`src/rtl/branch_predictor.sv`:
```
// Dynamic conditional-branch predictor: a table of 2-bit saturating counters read
// in fetch, trained by the decode-stage comparator outcome, with branch/mispredict stats.
module branch_predictor #(
  parameter int unsigned IDX_W = 6,
  parameter int unsigned CNT_W = 32
) (
  input  logic             clk,
  input  logic             rst,
  input  logic [31:0]      pcF,
  output logic             predict_takenF,
  input  logic             stallD,
  input  logic             flushD,
  input  logic [31:0]      pcD,
  input  logic             branchD,
  input  logic             actual_takenD,
  output logic             predict_takenD,
  output logic             mispredictD,
  output logic [CNT_W-1:0] branch_cnt,
  output logic [CNT_W-1:0] mispredict_cnt
);

  localparam int unsigned DEPTH = 1 << IDX_W;

  logic [1:0]       ctr_q [0:DEPTH-1];
  logic [1:0]       ctr_cur;
  logic [1:0]       ctr_d;
  logic [IDX_W-1:0] rd_idx;
  logic [IDX_W-1:0] wr_idx;
  logic             update;
  logic             pred_q;
  logic             pred_d;
  logic [CNT_W-1:0] branch_cnt_q;
  logic [CNT_W-1:0] branch_cnt_d;
  logic [CNT_W-1:0] mispredict_cnt_q;
  logic [CNT_W-1:0] mispredict_cnt_d;

  // Word-offset and upper PC bits do not index the table (aliasing is intentional).
  logic unused_pc_bits;
  assign unused_pc_bits = ^{pcF[31:IDX_W+2], pcF[1:0], pcD[31:IDX_W+2], pcD[1:0]};

  assign rd_idx = pcF[IDX_W+1:2];
  assign wr_idx = pcD[IDX_W+1:2];
  assign update = branchD & ~stallD;

  // Reads see the registered table, so a same-cycle write is visible only next cycle.
  assign predict_takenF = ctr_q[rd_idx][1];
  assign predict_takenD = pred_q;
  assign mispredictD    = update & (pred_q != actual_takenD);
  assign branch_cnt     = branch_cnt_q;
  assign mispredict_cnt = mispredict_cnt_q;

  always_comb begin
    ctr_cur = ctr_q[wr_idx];
    ctr_d   = ctr_cur;
    if (actual_takenD) begin
      if (ctr_cur != 2'b11) ctr_d = ctr_cur + 2'd1;
    end else begin
      if (ctr_cur != 2'b00) ctr_d = ctr_cur - 2'd1;
    end
  end

  always_comb begin
    pred_d = pred_q;
    if (flushD)       pred_d = 1'b0;
    else if (!stallD) pred_d = predict_takenF;
  end

  always_comb begin
    branch_cnt_d     = branch_cnt_q;
    mispredict_cnt_d = mispredict_cnt_q;
    if (update)      branch_cnt_d     = branch_cnt_q + CNT_W'(1);
    if (mispredictD) mispredict_cnt_d = mispredict_cnt_q + CNT_W'(1);
  end

  always_ff @(posedge clk) begin
    if (rst) begin
      for (int unsigned i = 0; i < DEPTH; i++) ctr_q[i] <= 2'b01;
    end else if (update) begin
      ctr_q[wr_idx] <= ctr_d;
    end
  end

  always_ff @(posedge clk) begin
    if (rst) begin
      pred_q           <= 1'b0;
      branch_cnt_q     <= '0;
      mispredict_cnt_q <= '0;
    end else begin
      pred_q           <= pred_d;
      branch_cnt_q     <= branch_cnt_d;
      mispredict_cnt_q <= mispredict_cnt_d;
    end
  end

endmodule

```
`config.mk`:
```
export PLATFORM = sky130hd
export DESIGN_NAME = branch_predictor
export DESIGN_NICKNAME = d
export VERILOG_FILES = /design/src/rtl/branch_predictor.sv
export SDC_FILE = /design/constraint.sdc
export NUM_CORES = 1
export LEC_CHECK = 0
export ABC_AREA = 1
export ABC_CLOCK_PERIOD_IN_PS = 1700
export BUFFER_PORTS_ARGS = -buffer_cell sky130_fd_sc_hd__clkbuf_2
export CORE_MARGIN = 2
export CORE_UTILIZATION = 53
export CTS_CLUSTER_SIZE = 12
export DETAILED_ROUTE_END_ITERATION = 10
export HOLD_SLACK_MARGIN = 0.1
export MAX_ROUTING_LAYER = met4
export PLACE_DENSITY = 0.73
export SYNTH_ARGS = -nofsm -noshare
export SYNTH_HDL_FRONTEND = slang
export SYNTH_SLANG_ARGS = --single-unit
```
`constraint.sdc`:
```
create_clock -name clk -period 1.7 [get_ports clk]
set_input_delay 0.255 -clock clk [delete_from_list [all_inputs] [get_ports clk]]
set_output_delay 0.255 -clock clk [all_outputs]
set_load 0.01 [all_outputs]
```
# Word-level counts from Yosys, hierarchy flattened
# Memory sizes are Yosys's and may differ from the RTL's.
# Index checks and enable logic that the tools add are counted.
# classes
add_sub_neg	4
eq_ne	2
n_mux	11
n_bitwise	3
n_reduce_logical	3
# op_table
cell	n
adder 32 x 1 -> 32 bit (second input constant)	2
2-to-1 mux 2 bit	4
2-to-1 mux 1 bit	6
2-to-1 mux 6 bit	1
OR reduction 2 bit	2
adder 2 x 1 -> 2 bit (second input constant)	1
AND 1 bit	2
!= test 2 bit (second input constant)	1
nonzero test 2 bit	1
subtractor 2 x 1 -> 2 bit (second input constant)	1
!= test 1 bit	1
inverter 1 bit	1
# word_totals
regBits	65
ram_bits	128
in_bits	70
output_inout_bits	67
elab_cells	27
n_memories	1
# mem_list
memory	depth	width	rd	rd_clocked_by_memory_dff	wr	line	rtl
ctr_q	64	2	2	0	64	24	logic [1:0] ctr_q [0:DEPTH-1];

# Logic depth before layout (Yosys ltp)
# depth
word_depth	7
depth_mapped	17

# Worst setup path before layout
# No wires, ideal clock.
# synth_timing
kind	reg2reg
from	memory ctr_q[47][1]
to	memory ctr_q[21][0], data pin
setup_time_ps	266
arrival_time_ps	1577
required_ps	1434
setup_slack_ps	-143
path_stages_with_launch	11
path_buffers	1
synth_period_minus_slack_ps	1843
path_cell_list	edfxtp_1 -> or2_2 -> nand2_1 -> nand2_1 -> o21ai_0 -> nand2_1 -> nor2_2 -> nand3b_2 -> nand2_2 -> buf_6 -> nand3_1
# synth_lines
item	line
start, declared	24

==> run metrics <==
Crit path max-delay family=simple AND/OR/NAND/NOR gates; Critical Path RT=1440 ps; Reg2Reg Depth=16; worst ir drop on vdd=0.000748 V; Area after DPL=between 0.01 and 0.015 mm2; num ports=137; Power Total=11.7 mW; Netlist cell types=38; htree depth=4; CTS tree=yes; root buffer cell=clkbuf_16; sequential share of the synthesized area=roughly 47%; DR pass1 iterations=9; initial antenna violation count=0; Post-DRT Antenna Nets=0; Final Cycle Share=136%; clk_lat worst skew=approximately 450 ps; final hold viol count=0; Layout Utilization=76.7%; Worst Setup End Kind=primary output; Clock Path Buffers=2; # clock sinks=just under 200; Slew headroom=66.8%; met2 Use GR=59.2%; smallest hold slack=216 ps; Via Count=12100; met1 GRT Util=42.5%; Leakage=6.47 nW; hold path cells=6; Yosys reg bits=~190; Syn Area/Cell=7.11 um2; Levels on crit path=10; final WL=39800 um; kind of critical path=flop to primary output; pre-CTS WS=-529 ps; maximum achievable frequency=433 MHz; global-route wire length before repair=60400 um; WP buf/inv=2; Max-cap violations=0; GR peak layer=met2; Non-Filler Instances=2118; Net count, final=1907; port buffer count=84; status=complete, but fails checks; worst min-delay path class=primary input to flop; commonest cells after routing, fill and taps aside=nand2_1, buf_4, nor2_1, inv_1, edfxtp_1; total negative slack=-57700 ps; full die area=0.0220 mm2; cell count after synthesis=1553; starting density of the core=54.2%; Max Slew Vio Count=0; slowest cell on the critical path=edfxtp_1; CTS Buf Count=17; design area=0.0156 mm2; Final min period=2310 ps; Ys Warns=0; Die Width=roughly 150 um; fillers=roughly 1300; failing checks=negative setup slack; die height=between 100 and 150 um; Critical Path Start=ctr_q[17][1]; via/cell ratio=between 5 and 6; Syn Nets=1625; worst-path cell chain=buf_6 -> a21oi_2 -> o21ai_1 -> nand3_1 -> nand2_2 -> nand2_2 -> nand3_2 -> nand3b_1 -> nand2_1 -> clkbuf_2; post-DP HPWL=22000 um; DR DRC count=0; Area Overhead vs Synth=41.4%; Startpoint Class=flop; diode count=0; CP most frequent cell=nand2_2; Cell Area, Synth=0.0110 mm2; leading cell type in the layout, fill and taps excluded=nand2_1; vias in the first global route=11700; max incr delay on CP=430 ps; # rows=52; worst flop-to-flop path startpoint=ctr_q[2][1]; DP Cell Count=2022; hold path startpoint=stallD; DR WL/cell=18.8 um; share of layout cells above drive strength 1=31.2%; CP Max Fanout=2; pin count of the biggest net entering global routing=52; Core ar.=0.0204 mm2; worst setup margin=-610 ps; CTS clk-pin slew, worst paths=around 70 ps; routability cong.=0.948; Worst Tran Pin Value=494 ps; RSZ-0062 raised after global routing=true; global routing usage on met3=7.21%; global route overflow=0; DR iter-0 viols=1309; PD cells=749 mW/mm2; Clock Skew=about 8.9 ps; CP Data Arrival Time=2050 ps; Tot GR Track Use=~37%; final setup fails=~130
## cell usage after synthesis (all sizes together)
cell	count	area share (%)
nand2	542	19
nor2	234	8.1
inv	177	6.0
nand3	165	7.5
edfxtp	128	35
dfxtp	65	12
buf	44	3.0
a21oi	40	1.8
nor3	38	1.7
o21ai	29	1.3
clkbuf	25	0.85
xor2	16	1.3
nand4	12	0.68
xnor2	12	0.95
or2	4	0.23
a211oi	3	0.20
nand3b	3	0.24
o21a	3	0.20
and2	2	0.11
ha	2	0.23
nor4	2	0.11
o211ai	2	0.14
a221oi	1	0.079
and3	1	0.057
clkinv	1	0.034
nor4b	1	0.079
o21bai	1	0.068
## path summary, 6_finish.rpt
path	to	slack, ps
worst max-delay path	predict_takenF	-610
worst min-delay path	predict_takenD	220
worst max register to register	ctr_q[55][0]	-550
worst min register to register	mispredict_cnt[9]	460
## logic make-up (layout without fill, tap and decap cells)
group,Yosys count,after routing,share of synthesized area [%]
AO/OA/AOI/OAI,79,79,3.82
adder cells (fa/ha/maj),2,2,0.227
flip-flops,193,193,46.6
AND/OR/NAND/NOR,1004,1005,37.3
buffers and inverters,247,541,9.88
XOR/XNOR,28,28,2.22
## per-layer routing
layer,up-vias,routed length [um]
li1,5504,-
met1,5532,14000
met2,812,18600
met3,264,4410
met4,0,2780
met5,-,0
## state kept, by name, indices dropped and copies added, names as in the netlist
signal	cells
mispredict_cnt	32
ctr_q	128
predict_takenD	1
branch_cnt	32
## cell type report
type	count	area [um2]	share of cell area [%]
timing repair buffer	331	3140	20.1
clock buffer	20	478	3.06
multi-input combinational	1114	5730	36.7
sequential	193	5170	33.1
tap	270	338	2.16
inverter	178	671	4.29
clock inverter	12	96.3	0.617
## tightest hold or removal path: cells and delay by family
family | cells | cell delay (ps)
buf+inv | 4 | 280
simple gates | 2 | 100
## power by group
part | switching, mW | internal (mW) | total, mW
logic | 1.44 | 1.15 | 2.58
registers | 0.0503 | 5.06 | 5.11
clock network | 1.93 | 2.07 | 4.00
total | 3.42 | 8.28 | 11.7
## timing repair
item / in CTS / in global routing
setup endpoints to repair: 133 / 213
resized for setup: 125 / 177
setup buffers: 30 / 21
hold buffers: 1 / 0
cloned: 24 / 2
pin swaps: 34 / 58
hold endpoints to repair: 1 / 0
No activity file was read; power rests on OpenSTA's default activity.
